===== src/rtl/location_tracker.sv =====
// Per-frame player location: bounding box over body-mask pixels, centroid over
// saber-mask pixels, snapshotted at nf_in and published after a shared divider.
//
//   state   | meaning
//   --------+--------------------------------------------------------------
//   IDLE    | waiting for nf_in; outputs hold last published values
//   DIV_X   | 32 restoring-division steps of snapshot sum_x / saber_cnt
//   DIV_Y   | 32 restoring-division steps of snapshot sum_y / saber_cnt
//   PUBLISH | valid_out high for this one cycle, outputs just registered
module location_tracker #(
  parameter int MIN_BODY_PIXELS  = 64,
  parameter int MIN_SABER_PIXELS = 16
) (
  input  logic        clk_in,
  input  logic        rst_in,
  input  logic [10:0] hcount_in,
  input  logic [9:0]  vcount_in,
  input  logic        pixel_valid_in,
  input  logic        body_mask_in,
  input  logic        saber_mask_in,
  input  logic        nf_in,
  output logic [11:0] rect_x_out,
  output logic [10:0] rect_y_out,
  output logic [10:0] rect_x_2_out,
  output logic [9:0]  rect_y_2_out,
  output logic [10:0] saber_x_out,
  output logic [9:0]  saber_y_out,
  output logic        body_found_out,
  output logic        saber_found_out,
  output logic        valid_out
);

  typedef enum logic [1:0] {IDLE, DIV_X, DIV_Y, PUBLISH} state_t;

  localparam logic [19:0] MIN_BODY_CNT  = 20'(MIN_BODY_PIXELS);
  localparam logic [19:0] MIN_SABER_CNT = 20'(MIN_SABER_PIXELS);

  // running accumulators
  logic [10:0] r_xmin, r_xmax;
  logic [9:0]  r_ymin, r_ymax;
  logic [19:0] r_body_cnt, r_saber_cnt;
  logic [30:0] r_sum_x;
  logic [29:0] r_sum_y;

  // frame snapshot
  logic [10:0] r_snap_xmin, r_snap_xmax;
  logic [9:0]  r_snap_ymin, r_snap_ymax;
  logic [19:0] r_snap_body_cnt, r_snap_saber_cnt;
  logic [29:0] r_snap_sum_y;

  // divider
  logic [31:0] r_div_q;
  logic [19:0] r_div_rem;
  logic [4:0]  r_iter;
  logic [10:0] r_quot_x;

  state_t r_state, w_state_nxt;
  logic   w_load_x, w_load_y, w_publish, w_div_step;

  logic        w_body_px, w_saber_px;
  logic [10:0] w_xmin_base, w_xmax_base;
  logic [9:0]  w_ymin_base, w_ymax_base;
  logic [19:0] w_body_cnt_base, w_saber_cnt_base;
  logic [30:0] w_sum_x_base;
  logic [29:0] w_sum_y_base;

  logic [20:0] w_trial;
  logic        w_ge;
  logic [19:0] w_rem_nxt;
  logic [31:0] w_q_nxt;
  logic [10:0] w_width;
  logic [9:0]  w_height;

  assign w_body_px  = pixel_valid_in & body_mask_in;
  assign w_saber_px = pixel_valid_in & saber_mask_in;

  // On nf_in the new frame starts from the initial values, so a coincident
  // pixel lands in the new frame rather than the snapshot.
  always_comb begin
    w_xmin_base      = r_xmin;
    w_xmax_base      = r_xmax;
    w_ymin_base      = r_ymin;
    w_ymax_base      = r_ymax;
    w_body_cnt_base  = r_body_cnt;
    w_saber_cnt_base = r_saber_cnt;
    w_sum_x_base     = r_sum_x;
    w_sum_y_base     = r_sum_y;
    if (nf_in) begin
      w_xmin_base      = 11'd2047;
      w_xmax_base      = 11'd0;
      w_ymin_base      = 10'd1023;
      w_ymax_base      = 10'd0;
      w_body_cnt_base  = 20'd0;
      w_saber_cnt_base = 20'd0;
      w_sum_x_base     = 31'd0;
      w_sum_y_base     = 30'd0;
    end
  end

  always_ff @(posedge clk_in or negedge rst_in) begin
    if (!rst_in) begin
      r_xmin      <= 11'd2047;
      r_xmax      <= 11'd0;
      r_ymin      <= 10'd1023;
      r_ymax      <= 10'd0;
      r_body_cnt  <= 20'd0;
      r_saber_cnt <= 20'd0;
      r_sum_x     <= 31'd0;
      r_sum_y     <= 30'd0;
    end else begin
      r_xmin      <= (w_body_px && hcount_in < w_xmin_base) ? hcount_in : w_xmin_base;
      r_xmax      <= (w_body_px && hcount_in > w_xmax_base) ? hcount_in : w_xmax_base;
      r_ymin      <= (w_body_px && vcount_in < w_ymin_base) ? vcount_in : w_ymin_base;
      r_ymax      <= (w_body_px && vcount_in > w_ymax_base) ? vcount_in : w_ymax_base;
      r_body_cnt  <= w_body_px ? w_body_cnt_base + 20'd1 : w_body_cnt_base;
      r_saber_cnt <= w_saber_px ? w_saber_cnt_base + 20'd1 : w_saber_cnt_base;
      r_sum_x     <= w_saber_px ? w_sum_x_base + {20'd0, hcount_in} : w_sum_x_base;
      r_sum_y     <= w_saber_px ? w_sum_y_base + {20'd0, vcount_in} : w_sum_y_base;
    end
  end

  always_ff @(posedge clk_in or negedge rst_in) begin
    if (!rst_in) begin
      r_snap_xmin      <= 11'd0;
      r_snap_xmax      <= 11'd0;
      r_snap_ymin      <= 10'd0;
      r_snap_ymax      <= 10'd0;
      r_snap_body_cnt  <= 20'd0;
      r_snap_saber_cnt <= 20'd0;
      r_snap_sum_y     <= 30'd0;
    end else if (nf_in) begin
      r_snap_xmin      <= r_xmin;
      r_snap_xmax      <= r_xmax;
      r_snap_ymin      <= r_ymin;
      r_snap_ymax      <= r_ymax;
      r_snap_body_cnt  <= r_body_cnt;
      r_snap_saber_cnt <= r_saber_cnt;
      r_snap_sum_y     <= r_sum_y;
    end
  end

  always_ff @(posedge clk_in or negedge rst_in) begin
    if (!rst_in) r_state <= IDLE;
    else         r_state <= w_state_nxt;
  end

  // nf_in always wins: it restarts division and suppresses a pending publish.
  always_comb begin
    w_state_nxt = r_state;
    w_load_x    = 1'b0;
    w_load_y    = 1'b0;
    w_publish   = 1'b0;
    w_div_step  = 1'b0;
    if (nf_in) begin
      w_state_nxt = DIV_X;
      w_load_x    = 1'b1;
    end else begin
      case (r_state)
        DIV_X: begin
          w_div_step = 1'b1;
          if (r_iter == 5'd31) begin
            w_state_nxt = DIV_Y;
            w_load_y    = 1'b1;
          end
        end
        DIV_Y: begin
          w_div_step = 1'b1;
          if (r_iter == 5'd31) begin
            w_state_nxt = PUBLISH;
            w_publish   = 1'b1;
          end
        end
        PUBLISH: w_state_nxt = IDLE;
        default: w_state_nxt = IDLE;
      endcase
    end
  end

  // One restoring step; a zero divisor yields all-ones, never X.
  assign w_trial   = {r_div_rem, r_div_q[31]};
  assign w_ge      = (w_trial >= {1'b0, r_snap_saber_cnt});
  assign w_rem_nxt = w_ge ? 20'(w_trial - {1'b0, r_snap_saber_cnt}) : w_trial[19:0];
  assign w_q_nxt   = {r_div_q[30:0], w_ge};

  always_ff @(posedge clk_in or negedge rst_in) begin
    if (!rst_in) begin
      r_div_q   <= 32'd0;
      r_div_rem <= 20'd0;
      r_iter    <= 5'd0;
      r_quot_x  <= 11'd0;
    end else if (w_load_x) begin
      r_div_q   <= {1'b0, r_sum_x};
      r_div_rem <= 20'd0;
      r_iter    <= 5'd0;
    end else if (w_load_y) begin
      r_quot_x  <= w_q_nxt[10:0];
      r_div_q   <= {2'b00, r_snap_sum_y};
      r_div_rem <= 20'd0;
      r_iter    <= 5'd0;
    end else if (w_div_step) begin
      r_div_q   <= w_q_nxt;
      r_div_rem <= w_rem_nxt;
      r_iter    <= r_iter + 5'd1;
    end
  end

  assign w_width  = r_snap_xmax - r_snap_xmin;
  assign w_height = r_snap_ymax - r_snap_ymin;

  always_ff @(posedge clk_in or negedge rst_in) begin
    if (!rst_in) begin
      rect_x_out      <= 12'd0;
      rect_y_out      <= 11'd0;
      rect_x_2_out    <= 11'd0;
      rect_y_2_out    <= 10'd0;
      saber_x_out     <= 11'd0;
      saber_y_out     <= 10'd0;
      body_found_out  <= 1'b0;
      saber_found_out <= 1'b0;
      valid_out       <= 1'b0;
    end else begin
      valid_out <= w_publish;
      if (w_publish) begin
        if (r_snap_body_cnt >= MIN_BODY_CNT) begin
          rect_x_out     <= {1'b0, r_snap_xmin} + {1'b0, r_snap_xmax};
          rect_y_out     <= {1'b0, r_snap_ymin} + {1'b0, r_snap_ymax};
          rect_x_2_out   <= {1'b0, w_width[10:1]};
          rect_y_2_out   <= {1'b0, w_height[9:1]};
          body_found_out <= 1'b1;
        end else begin
          body_found_out <= 1'b0;
        end
        if (r_snap_saber_cnt >= MIN_SABER_CNT) begin
          saber_x_out     <= r_quot_x;
          saber_y_out     <= w_q_nxt[9:0];
          saber_found_out <= 1'b1;
        end else begin
          saber_found_out <= 1'b0;
        end
      end
    end
  end

endmodule


===== config.mk =====
export PLATFORM = sky130hd
export DESIGN_NAME = location_tracker
export DESIGN_NICKNAME = d
export VERILOG_FILES = /design/src/rtl/location_tracker.sv
export SDC_FILE = /design/constraint.sdc
export NUM_CORES = 1
export LEC_CHECK = 0
export BUFFER_PORTS_ARGS = -buffer_cell sky130_fd_sc_hd__buf_2
export CORE_ASPECT_RATIO = 1.75
export CORE_UTILIZATION = 58
export CTS_BUF_LIST = sky130_fd_sc_hd__clkbuf_8
export CTS_CLUSTER_SIZE = 16
export DETAILED_ROUTE_END_ITERATION = 10
export PLACE_DENSITY = 0.79
export SKIP_LAST_GASP = 1
export SLEW_MARGIN = 10
export SYNTH_ARGS = -nofsm -noshare
export SYNTH_HDL_FRONTEND = slang
export SYNTH_SLANG_ARGS = --single-unit
export TNS_END_PERCENT = 1

===== constraint.sdc =====
create_clock -name clk_in -period 2.6 [get_ports clk_in]
set_input_delay 0.52 -clock clk_in [delete_from_list [all_inputs] [get_ports clk_in]]
set_output_delay 0.52 -clock clk_in [all_outputs]
set_load 0.05 [all_outputs]

---- Word level (Yosys, flattened, before mapping) ----
Cells that the tools add are included.
W data, S select, Z words.
storage, ports and cells
  register bits ........................... 391
  latch bits .............................. 0
  bits in writable memories ............... 0
  ROM bits ................................ 0
  input port bits ......................... 27
  output and inout bits ................... 68
  logic and storage cells ................. 104
  memories kept ........................... 0
operators by class
  add/sub/neg operators ................... 10
  $mul .................................... 0
  div/mod/pow operators ................... 0
  order comparisons ....................... 7
  equal/unequal tests ..................... 5
  shifts and indexed selects .............. 0
  muxes and demuxes ....................... 40
  bitwise logic cells ..................... 3
  reduce and logical (&&, ||, !) cells .... 10
operators with widths
  kind                     count
  $mux W20                 8
  $mux W32                 3
  $mux W31                 2
  $mux W30                 2
  $mux W11                 4
  $add A20 B1 Y20 const B  2
  $mux W10                 4
  $add A31 B11 Y31         1
  $add A30 B10 Y30         1
  $ge A21 B20 Y1           1
  $ge A20 B5 Y1 const B    1
  $ge A20 B7 Y1 const B    1
  $sub A20 B20 Y20         1
  $mux W5                  3
  $add A11 B11 Y12         1
  $add A10 B10 Y11         1
  $gt A11 B11 Y1           1
  $lt A11 B11 Y1           1
  $sub A11 B11 Y11         1
  $gt A10 B10 Y1           1
  $lt A10 B10 Y1           1
  $mux W1                  10
  $sub A10 B10 Y10         1
  $reduce_and A2 Y1        4
  other kinds (12)         19

---- Depth between registers and ports, before layout ----
Gate-level depths: netlist of the first run.
  word-level depth ........................ 7
  gate-level depth with buffers ........... 16
  gate-level depth less buffers ........... 11

---- Least setup slack after synthesis of the first run ----
OpenSTA, ideal clock, no wires.
  kind .................................... input to register
  from .................................... in nf_in
  to ...................................... reg r_sum_y[20]
  setup time .............................. 0.132 ns
  arrival ................................. 3.289 ns
  data required time ...................... 2.468 ns
  path slack .............................. -0.820 ns
  stages on the path ...................... 15
  path buffers ............................ 5
  cell sequence ........................... buf_4 -> buf_2 -> buf_2 -> clkbuf_1 -> nor2b_1 -> ha_1 -> fa_1 -> a21oi_1 -> o211ai_1 -> o41ai_1 -> o21ba_2 -> buf_2 -> nor3_1 -> xnor2_1 -> nor2_1
between the ends
  word-level cells in the longest chain between the ends .. 3
RTL lines
  what                  line  RTL
  from (decl)           21    input logic nf_in,
  $mux W30 *            88    if (nf_in) begin
  $add A30 B10 Y30      118   r_sum_y <= w_saber_px ? w_sum_y_base + {20'd0, vcount_in} : w_sum_y_base;
  $mux W30 *            118
  to (signal assigned)  118
  to (decl)             43    logic [29:0] r_sum_y;
Every way passes the cells marked *; elsewhere a longest branch is shown, timed or not.
A chain may end at the register's enable or synchronous reset.

---- Final worst setup path of the first run ----
  from .................................... reg r_snap_saber_cnt[11]
  to ...................................... reg r_div_rem[16]
between the ends
  word-level cells in the longest chain between the ends .. 5
  elaborated cells between the ends (all ways) .. 6
RTL lines
  what                                                line      RTL
  from (decl)                                         48        logic [19:0] r_snap_body_cnt, r_snap_saber_cnt;
  from (signal assigned)                              137       r_snap_saber_cnt <= r_saber_cnt;
  $sub A20 B20 Y20 or $ge A21 B20 Y1 (tied branches)  182, 181
  $mux W20 *                                          182       assign w_rem_nxt = w_ge ? 20'(w_trial - {1'b0, r_snap_saber_cnt}) : w_trial[19:0];
  $mux W20 *                                          200       end else if (w_div_step) begin
  $mux W20 *                                          195       end else if (w_load_y) begin
  $mux W20 *                                          191       end else if (w_load_x) begin
  to (signal assigned)                                202       r_div_rem <= w_rem_nxt;
  to (decl)                                           53        logic [19:0] r_div_rem;
Every way passes the cells marked *; elsewhere a longest branch is shown, timed or not. The select of a mux whose other input is x is not followed.

==> results.py, run 1 <==
metrics = {
    "power": {
        "switchingPower_w": 0.00603,
        "pwr-share-comb_pct": 31.2,
        "p_per_area_nw_per_um2": 724,
        "power.internal_w": 0.0119,
        "seq_power_share_pct": 39.0,
        "p_leak_nw": 11.9,
        "swShare_pct": 33.7,
        "ir_drop_v": 0.00106,
        "p_clk_share_pct": 29.8,
    },
    "synth": {
        "synthXorXnorAreaFrac_pct": 4.66,
        "synth.area.mux_share_pct": 7.77,
        "synth_commonest_cells": "dfrtp_1 (364), nand2_1 (229), nor2_1 (169), o21ai_0 (142), ha_1 (128)",
        "synth_cell_type_count": 86,
        "synth_compound_area_share_pct": 13.8,
        "synth_largest_area_cell": "dfrtp_1",
        "synthAdderAreaFrac_pct": 8.20,
        "ys.flop_type": "dfrtp_1",
        "async_flop_share_pct": 100,
        "synth_area_leaders": "dfrtp_1 (43%), ha_1 (7.5%), mux2_2 (5.5%)",
        "synthSimpleGateAreaFrac_pct": 15.9,
        "seq_area_frac_synth_pct": 45.5,
        "synth_top_family_by_area": "simple AND/OR/NAND/NOR gates",
        "syn_inst": 2165,
        "synth-edff-count": 0,
        "synth_top_area_share_pct": 42.9,
        "synthesis.area_um2": 21200,
        "synth_most_common_cell": "dfrtp_1",
        "syn_area_per_cell_um2": 9.81,
        "synth_warnings": 0,
        "ys_ff_latch": 385,
    },
    "worst_hold_path": {
        "min_path_type": "input port to flop",
    },
    "cells_and_area": {
        "fillers": 2642,
        "fin_nets": 2533,
        "instances_no_fill": 2888,
        "ff_latch_area_um2": 9660,
        "multi_input_area_um2": 10900,
        "finish.utilization_pct": 68.5,
        "drive_above_1_share_pct": 21.7,
        "fin_area_um2": 24700,
        "syn2layout_area_growth_pct": 16.2,
    },
    "cts": {
        "htree_levels": 2,
        "path_clk_slew_ps": 70,
        "cts_buffer_depth": 3,
        "clockRootBuffer": "clkbuf_8",
        "clock_latency_ps": 640,
        "cts_sinks": 385,
        "cts_tree": "yes",
        "numCtsBuffers": 56,
    },
    "worst_setup_path": {
        "reg2reg_setup_slack_ps": 1,
        "critPathCaptureType": "flop",
        "cp_data_required_time_ps": 3110,
        "worstPathMaxFanout": 5,
        "startpoint_type": "flop",
        "worst_ep_arrival_time_ps": 3100,
        "critPathKind": "flop to flop",
    },
    "drt": {
        "dr.pass1.iters": 5,
        "drtIter0Drc": 833,
        "routed_via_density": 5.85,
        "num_vias": 16904,
        "ant_nets": 0,
        "drc": 0,
        "wl_um": 54000,
        "wire_per_inst_um": 18.7,
    },
    "placed_design": {
        "gp_congestion": 0.921,
        "placed_cells": 2774,
        "hpwl_um": 39800,
        "dpl_cell_area_um2": 23300,
        "port_buffers": 92,
    },
    "global_route": {
        "grt_util_all_layers_pct": 29.2,
        "grt_start_max_net_pins": 80,
        "antenna_found_initial": 2,
        "first_global_vias": 17902,
        "grt_pass1_wl_um": 86800,
        "grt_remaining_overflow": 0,
    },
    "floorplanning": {
        "die_area_um2": 37400,
        "start_util_pct": 59.0,
        "io_pins": 95,
        "rows": 92,
        "die_h_um": 255,
        "design.core.area_um2": 36000,
        "dieWidth_um": 147,
    },
    "sta": {
        "fin_worst_skew_ps": 23.7,
        "rsz0062_at_grt": "true",
        "slew_viol_final": 0,
        "max_freq_mhz": 385,
        "fin_crit_ps": 2600,
        "tightest_slew_ps": 718,
        "period_share_pct": 99.9,
        "max_slew_margin_pct": 52.1,
        "hold_violations": 0,
        "finalSetupViolCount": 0,
    },
    "run": {
        "drv_cap": 0,
    },
    "outcome": {
        "outcome": "finished, final reports clean",
    },
}
## state kept, by name (all words and copies together) (netlist names), 12 cells and up
| signal | count |
|---|---|
| r_body_cnt | 20 |
| r_div_q | 32 |
| r_div_rem | 20 |
| r_saber_cnt | 20 |
| r_snap_body_cnt | 14 |
| r_snap_saber_cnt | 20 |
| r_snap_sum_y | 30 |
| r_sum_x | 31 |
| r_sum_y | 30 |
| rect_x_out | 12 |
## cells by family after synthesis
| kind of cell | after synthesis |
|---|---|
| other | 1 |
| adder cells (fa/ha/maj) | 135 |
| buffers and inverters | 222 |
| flip-flops | 385 |
| XOR/XNOR | 113 |
| AND/OR/NAND/NOR | 702 |
| AO/OA/AOI/OAI | 455 |
| multiplexers | 152 |
## power by group through the flow
stage | sequential (W) | clock [W] | combinational (W)
floorplan | 0.00688 | 0 | 0.00393
global placement | 0.00704 | 0 | 0.00523
detailed placement | 0.00707 | 0 | 0.00542
CTS | 0.00697 | 0.00540 | 0.00548
global route | 0.00703 | 0.00565 | 0.00613
finish | 0.00698 | 0.00533 | 0.00557
## path summary, 6_finish.rpt
check                                                      start                     endpoint  cells after the start
worst max-delay path            r_snap_saber_cnt[11]$_DFFE_PN0P_    r_div_rem[16]$_DFFE_PN0P_                     11
min in group asynchronous                                 rst_in    rect_y_out[0]$_DFFE_PN0P_                      2
worst min-delay path                                hcount_in[8]          r_xmin[8]$_DFF_PN1_                      3
max in group asynchronous                                 rst_in    r_saber_cnt[11]$_DFF_PN0_                      3
worst max register to register  r_snap_saber_cnt[11]$_DFFE_PN0P_    r_div_rem[16]$_DFFE_PN0P_                     11
worst min register to register       rect_x_2_out[5]$_DFFE_PN0P_  rect_x_2_out[5]$_DFFE_PN0P_                      1
## repair_timing
item | in CTS | in global routing
endpoints found under the setup margin | 16 | 56
hold buffers | 1 | 0
resized for setup | 2 | 22
gates cloned | 0 | 1
buffers inserted | 1 | 6
pin swaps | 0 | 13
endpoints found under the hold margin | 43 | 0
## worst max-delay path: stages (launching register included)
cell	delay [ps]
dfrtp_1	350
inv_1	90
ha_1	380
buf_4	160
nand2_1	100
o21ai_0	410
o41ai_1	120
buf_4	160
a21boi_1	170
nor4b_1	80
a2111oi_1	370
o31ai_1	100
## layout by cell type (no fill, tap or decap), types with 10 or more instances in the layout
master	instances
o21bai_1	13
o31ai_1	10
dfrtp_1	364
mux2i_1	49
inv_1	121
a21o_1	26
nand3_1	47
xor2_1	44
clkinv_2	10
nand2_1	228
ha_1	126
xnor2_1	69
a211oi_1	12
o21ai_0	140
mux2_2	103
a21oi_1	117
nand2b_1	40
buf_2	90
nor4_1	10
buf_12	15
and4_1	11
nor2_1	168
o211ai_1	14
nor2b_1	54
or3_1	12
nand4_1	24
nor3_1	49
buf_4	146
clkbuf_8	76
o21a_1	22
o32ai_1	11
dfstp_2	21
## metal layers
layer / GRT usage (%) / part of all wire (%)
met1: 27.7 / 34
met2: 55.6 / 54
met3: 3.85 / 3.7
met4: 23.5 / 8.2
met5: 0 / 0.024
## per-stage QoR
stage                     setup slack [ps]  hold slack [ps]  power, W  TNS, ps
after floorplan                       -485              224    0.0108   -31480
after global placement                -254              453    0.0123   -10460
after detailed placement              -345              463    0.0125   -16310
after CTS                            -30.7              136    0.0178    -80.0
after global routing                  -251              177    0.0188    -4010
final                                 1.43              161    0.0179        0
## layout make-up
cell class                      count  share of cell area [%]
Antenna cell                        1                  0.0101
Clock buffer                       76                    4.24
Clock inverter                     28                   0.861
Inverter                          113                    1.72
Multi-Input combinational cell   1560                    44.0
Sequential cell                   385                    39.1
Tap cell                          470                    2.38
Timing Repair Buffer              255                    7.69
(Power assumes the default switching activity.)
==> run 2: changes to the inputs <==
- CORE_MARGIN: unset -> 1.5
==> run 2 against run 1 <==
Compared with the run above: the flow now finishes with violations (negative setup slack); first-iteration DRC count rose by 7.9%; power increased by 0.90%; sequential share of layout area up 0.20 points; routed wire length shrank 2.8%; combinational power is 0.9% lower; cell count is 0.69% lower; utilization shrank 0.35 points; sequential power barely moved; fmax decreased by 2.2%; clock skew increased by 6.6 ps; largest cell class unchanged; largest power group unchanged.
==> results.py, run 2 (synthesized netlist as in run 1, its figures left out) <==
metrics = {
    "run": {
        "drv_cap": 0,
    },
    "placed_design": {
        "port_buffers": 92,
        "dpl_cell_area_um2": 23200,
        "gp_congestion": 0.905,
        "placed_cells": 2759,
        "hpwl_um": 38800,
    },
    "sta": {
        "slew_viol_final": 0,
        "period_share_pct": 102,
        "max_slew_margin_pct": 62.4,
        "hold_violations": 0,
        "tightest_slew_ps": 550,
        "timing.hold.ws_ps": 164,
        "fin_crit_ps": 2660,
        "max_freq_mhz": 376,
        "rsz0062_at_grt": "true",
        "fin_worst_skew_ps": 30.3,
        "fin_ws_ps": -57.9,
        "finalSetupViolCount": 1,
    },
    "cells_and_area": {
        "final_cell_mix": "dfrtp_1 (364), nand2_1 (228), nor2_1 (168), o21ai_0 (141), buf_4 (128)",
        "drive_above_1_share_pct": 20.9,
        "finish.utilization_pct": 68.2,
        "syn2layout_area_growth_pct": 15.6,
        "instances_no_fill": 2868,
        "layout_commonest_cell": "dfrtp_1",
        "top_register": "r_div_q",
        "fin_area_um2": 24600,
        "top_regs": "r_div_q: 32 flops, r_sum_x: 31 flops",
        "largest_register_ffs": 32,
        "fin_nets": 2514,
    },
    "power": {
        "p_clk_share_pct": 30.6,
        "p_per_area_nw_per_um2": 734,
        "ir_drop_v": 0.000844,
        "pwr-share-comb_pct": 30.6,
        "total_power_w": 0.0180,
        "power.internal_w": 0.0121,
        "switchingPower_w": 0.00598,
        "p_leak_nw": 11.8,
        "seq_power_share_pct": 38.8,
        "swShare_pct": 33.1,
    },
    "worst_setup_path": {
        "reg2reg_setup_slack_ps": -60,
        "cp_num_buf_inv": 1,
        "startpoint_type": "flop",
        "regToRegEndpoint": "r_sum_y[20]$_DFF_PN0_",
        "worst_ep_arrival_time_ps": 3170,
        "cp_data_required_time_ps": 3110,
        "path_cells": "nor2b_1 -> ha_1 -> fa_1 -> a21oi_2 -> o211ai_1 -> o41ai_2 -> buf_4 -> o21ba_4 -> nor3_1 -> xnor2_1 -> nor2_1",
        "critPathCaptureType": "flop",
        "slowest_delay_ps": 410,
        "cp_slowest_cell": "fa_1",
        "cp_top_family": "compound AO/OA/AOI/OAI gates",
        "worstPathMaxFanout": 7,
        "critPathKind": "flop to flop",
        "r2r_start": "r_sum_y[0]$_DFF_PN0_",
        "ff2ff_path_depth": 11,
    },
    "drt": {
        "wire_per_inst_um": 18.3,
        "highest_layer": "met5",
        "dr.pass1.iters": 6,
        "num_vias": 16849,
        "routed_via_density": 5.87,
        "wl_um": 52500,
        "wl_met2_um": 28500,
        "wl_met1_um": 18200,
        "drtIter0Drc": 899,
        "met3_length_um": 1890,
        "ant_nets": 0,
        "drc": 0,
    },
    "global_route": {
        "grt_pass1_wl_um": 84900,
        "grt_util_all_layers_pct": 27.9,
        "antenna_found_initial": 2,
        "grt_start_max_net_pins": 83,
        "first_global_vias": 17275,
        "grt_remaining_overflow": 0,
    },
    "outcome": {
        "violations": "negative setup slack",
        "outcome": "finished with violations",
    },
    "floorplanning": {
        "dieWidth_um": 148,
        "die_h_um": 256,
        "die_area_um2": 37800,
        "rows": 92,
        "design.core.area_um2": 36000,
        "start_util_pct": 59.0,
        "io_pins": 95,
    },
    "cts": {
        "cts_tree": "yes",
        "numCtsBuffers": 55,
        "clock_latency_ps": 640,
        "cts_buffer_depth": 3,
        "htree_levels": 2,
        "cts_sinks": 385,
        "clockRootBuffer": "clkbuf_8",
        "path_clk_slew_ps": 70,
    },
    "worst_hold_path": {
        "min_path_type": "input port to flop",
        "worstHoldStart": "vcount_in[3]",
        "hold_path_end": "r_ymin[3]$_DFF_PN1_",
        "whs_path_depth": 3,
    },
}
## run 2: changes by cell type in the layout (fill, tap and decap cells not counted), moves of 2 or more
cell | previous run | this run
buf_4 | 146 | 128
inv_1 | 121 | 124
inv_6 | 0 | 2
a21boi_1 | 1 | 3
clkinv_2 | 10 | 3
a21boi_0 | 2 | 0
bufinv_16 | 3 | 5
## run 2: worst max path at each step
stage	slack, ps	depth (start not counted)	to	start
after global routing	-180	11	r_sum_y[20]$_DFF_PN0_	r_sum_y[0]$_DFF_PN0_
after detailed placement	-300	12	r_sum_y[22]$_DFF_PN0_	nf_in
after CTS	-40	12	r_sum_x[30]$_DFF_PN0_	r_sum_x[0]$_DFF_PN0_
after global placement	-240	14	r_sum_x[24]$_DFF_PN0_	nf_in
final	-60	11	r_sum_y[20]$_DFF_PN0_	r_sum_y[0]$_DFF_PN0_
after floorplan	-490	16	r_sum_x[26]$_DFF_PN0_	nf_in
## run 2: stage by stage
step	TNS [ps]	worst slack [ps]
2_1_floorplan	-31480	-485
3_3_place_gp	-10560	-243
3_5_place_dp	-15710	-302
4_1_cts	-66.9	-35.1
5_1_grt	-1580	-183
6_report	-57.9	-57.9
## run 2: repair_timing
action / in CTS / in global routing
pin swaps: 0 / 6
buffers inserted: 0 / 4
endpoints found under the hold margin: 39 / 0
hold buffers: 1 / 0
gates resized for setup: 1 / 15
cloned: 0 / 1
endpoints found under the setup margin: 5 / 58
## run 2: power groups by stage
stage	combinational, W	sequential [W]	clock [W]
after floorplan	0.00393	0.00688	0
after global routing	0.00607	0.00705	0.00585
after detailed placement	0.00541	0.00709	0
final	0.00552	0.00700	0.00552
after CTS	0.00545	0.00699	0.00561
after global placement	0.00523	0.00706	0
## run 2: worst min-delay path: stages
cell	delay (ps)
buf_2	130
inv_1	70
mux2i_1	60
## run 2: layer usage
layer | global-route usage (%) | vias up
met5 | 0 | -
met4 | 18.7 | 2
met3 | 3.74 | 202
met2 | 52.6 | 491
met1 | 27.9 | 8256
li1 | - | 7898
## run 2: final cells by class
| cell class | instances | area [µm²] |
|---|---|---|
| Multi-Input combinational cell | 1560 | 10800 |
| Fill cell | 2622 | 11500 |
| Tap cell | 470 | 588 |
| Inverter | 113 | 428 |
| Clock inverter | 25 | 243 |
| Timing Repair Buffer | 237 | 1770 |
| Clock buffer | 77 | 1060 |
| Antenna cell | 1 | 2.50 |
| Sequential cell | 385 | 9660 |
==> run 3: changes to the inputs <==
- CORE_UTILIZATION: 58 -> 64
- PLACE_DENSITY: 0.79 -> 0.82
- clock period: 2.6 -> 3.3 ns (I/O delays scaled with it)
==> run 3 against run 2 <==
Compared with the run above: the flow now finishes without violations; routed wire length down 3.0%; die area down 9.2%; global-route usage up 2.4 points; sequential power down 22%; utilization up 3.5 points; clock power down 28%; highest routed layer unchanged; worst setup slack better by 510 ps; clock-buffer cell count down 4; register-to-register slack better by 510 ps; power down 25%; first-iteration DRC count up 2.9%; fmax down 6.7%.
==> results.py, run 3 (synthesized netlist as in run 1, its figures left out) <==
metrics = {
    "drt": {
        "ant_nets": 0,
        "dr.pass1.iters": 5,
        "routed_via_density": 6.06,
        "num_vias": 16492,
        "wl_um": 50900,
        "drc": 0,
        "drtIter0Drc": 925,
        "wire_per_inst_um": 18.7,
    },
    "power": {
        "pwr-share-comb_pct": 30.1,
        "total_power_w": 0.0135,
        "swShare_pct": 34.0,
        "p_per_area_nw_per_um2": 575,
        "seq_power_share_pct": 40.5,
        "p_leak_nw": 11.3,
        "power.internal_w": 0.00894,
        "p_clk_share_pct": 29.4,
        "switchingPower_w": 0.00460,
        "ir_drop_v": 0.000724,
    },
    "sta": {
        "max_freq_mhz": 351,
        "rsz0062_at_grt": "false",
        "hold_violations": 0,
        "tightest_slew_ps": 1190,
        "fin_ws_ps": 453,
        "period_share_pct": 86.3,
        "slew_viol_final": 0,
        "fin_worst_skew_ps": 20.7,
        "max_slew_margin_pct": 20.4,
        "finalSetupViolCount": 0,
        "fin_crit_ps": 2850,
    },
    "cts": {
        "clock_latency_ps": 640,
        "path_clk_slew_ps": 70,
        "cts_sinks": 385,
        "cts_buffer_depth": 3,
        "cts_tree": "yes",
        "numCtsBuffers": 56,
        "htree_levels": 2,
        "clockRootBuffer": "clkbuf_8",
    },
    "worst_setup_path": {
        "worstPathMaxFanout": 7,
        "path_cells": "nor2b_1 -> ha_1 -> a21oi_1 -> nor3b_2 -> a211oi_2 -> o31ai_2 -> buf_4 -> a21oi_1 -> xnor2_1 -> nor2_1",
        "r2r_start": "r_sum_x[4]$_DFF_PN0_",
        "critPathKind": "flop to flop",
        "critPathCaptureType": "flop",
        "slowest_delay_ps": 680,
        "cp_data_required_time_ps": 3800,
        "cp_slowest_cell": "o31ai_2",
        "crit_top_cell": "a21oi_1",
        "ff2ff_path_depth": 10,
        "regToRegEndpoint": "r_sum_x[16]$_DFF_PN0_",
        "worst_ep_arrival_time_ps": 3350,
        "reg2reg_setup_slack_ps": 450,
        "startpoint_type": "flop",
    },
    "global_route": {
        "grt_start_max_net_pins": 125,
        "grt_remaining_overflow": 0,
        "antenna_found_initial": 2,
        "first_global_vias": 17016,
        "grt_util_all_layers_pct": 30.3,
        "grt_pass1_wl_um": 83600,
    },
    "cells_and_area": {
        "syn2layout_area_growth_pct": 10.8,
        "final_cell_mix": "dfrtp_1 (364), nand2_1 (228), nor2_1 (168), o21ai_0 (142), inv_1 (131)",
        "instances_no_fill": 2722,
        "fin_nets": 2435,
        "ff_latch_area_um2": 9660,
        "fin_area_um2": 23500,
        "drive_above_1_share_pct": 17.2,
        "top_regs": "r_div_q: 32 flops, r_sum_x: 31 flops",
        "top_register": "r_div_q",
        "layout_commonest_cell": "dfrtp_1",
        "multi_input_area_um2": 10700,
        "largest_register_ffs": 32,
        "fillers": 2354,
    },
    "worst_hold_path": {
        "worstHoldStart": "hcount_in[10]",
        "hold_path_end": "r_xmin[10]$_DFF_PN1_",
        "whs_path_depth": 3,
        "min_path_type": "input port to flop",
    },
    "run": {
        "drv_cap": 0,
    },
    "placed_design": {
        "pre_cts_ws_ps": -213,
        "hpwl_um": 36900,
        "gp_congestion": 0.928,
        "dpl_cell_area_um2": 22300,
        "port_buffers": 92,
        "placed_cells": 2619,
    },
    "floorplanning": {
        "start_util_pct": 64.7,
        "die_h_um": 244,
        "die_area_um2": 34300,
        "rows": 88,
        "dieWidth_um": 141,
        "io_pins": 95,
        "design.core.area_um2": 32800,
    },
    "outcome": {
        "outcome": "finished, final reports clean",
    },
}
-- run 3: area by class of cell --
cell class                 instances  share of cell area, %
antenna                            1                 0.0106
clock buffer                      73                   4.27
clock inverter                    28                  0.728
inverter                         113                   1.80
multi-input combinational       1559                   45.6
sequential                       385                   41.0
tap                              405                   2.15
timing repair buffer             158                   4.42
-- run 3: repair_timing --
item,CTS,global route
endpoints found under the setup margin,0,4
endpoints found under the hold margin,35,0
hold buffers,1,0
setup buffers,0,0
resized for setup,0,1
-- run 3: metrics by stage --
stage	hold slack, ps	setup TNS (ps)	util (%)
4_1_cts	272	0	71.7
2_1_floorplan	364	-1340	-
5_1_grt	302	0	71.7
6_report	306	0	71.7
3_3_place_gp	456	-537	68.1
3_5_place_dp	464	-1650	68.1
-- run 3: worst max-delay path by stage --
stage / from / to / slack, ps / cells after the start
floorplan: nf_in / r_sum_x[26]$_DFF_PN0_ / -100 / 16
global placement: nf_in / r_sum_x[16]$_DFF_PN0_ / -110 / 11
detailed placement: nf_in / r_sum_x[18]$_DFF_PN0_ / -210 / 11
CTS: r_sum_x[3]$_DFF_PN0_ / r_sum_x[24]$_DFF_PN0_ / 140 / 10
global route: r_sum_y[0]$_DFF_PN0_ / r_sum_y[20]$_DFF_PN0_ / 250 / 10
finish: r_sum_x[4]$_DFF_PN0_ / r_sum_x[16]$_DFF_PN0_ / 450 / 10
-- run 3: per-layer routing --
metal	GRT usage, %	share of wire [%]	vias up
li1	-	-	7753
met1	32.0	36	8043
met2	54.1	51	482
met3	4.11	3.8	212
met4	23.6	8.4	2
met5	0	0.026	-
-- run 3: worst max-delay path: cells and delay by family (launching register included) --
kind	cells	cell delay [ps]
flip-flops	1	400
adder cells (fa/ha/maj)	1	290
AND/OR/NAND/NOR	3	470
AO/OA/AOI/OAI	4	1130
buffers and inverters	1	260
XOR/XNOR	1	180
-- run 3: power by group through the flow --
stage,combinational (W),sequential (W),clock [W]
6_report,0.00408,0.00548,0.00398
5_1_grt,0.00453,0.00552,0.00425
4_1_cts,0.00405,0.00547,0.00407
3_5_place_dp,0.00401,0.00555,0
3_3_place_gp,0.00388,0.00553,0
2_1_floorplan,0.00309,0.00542,0
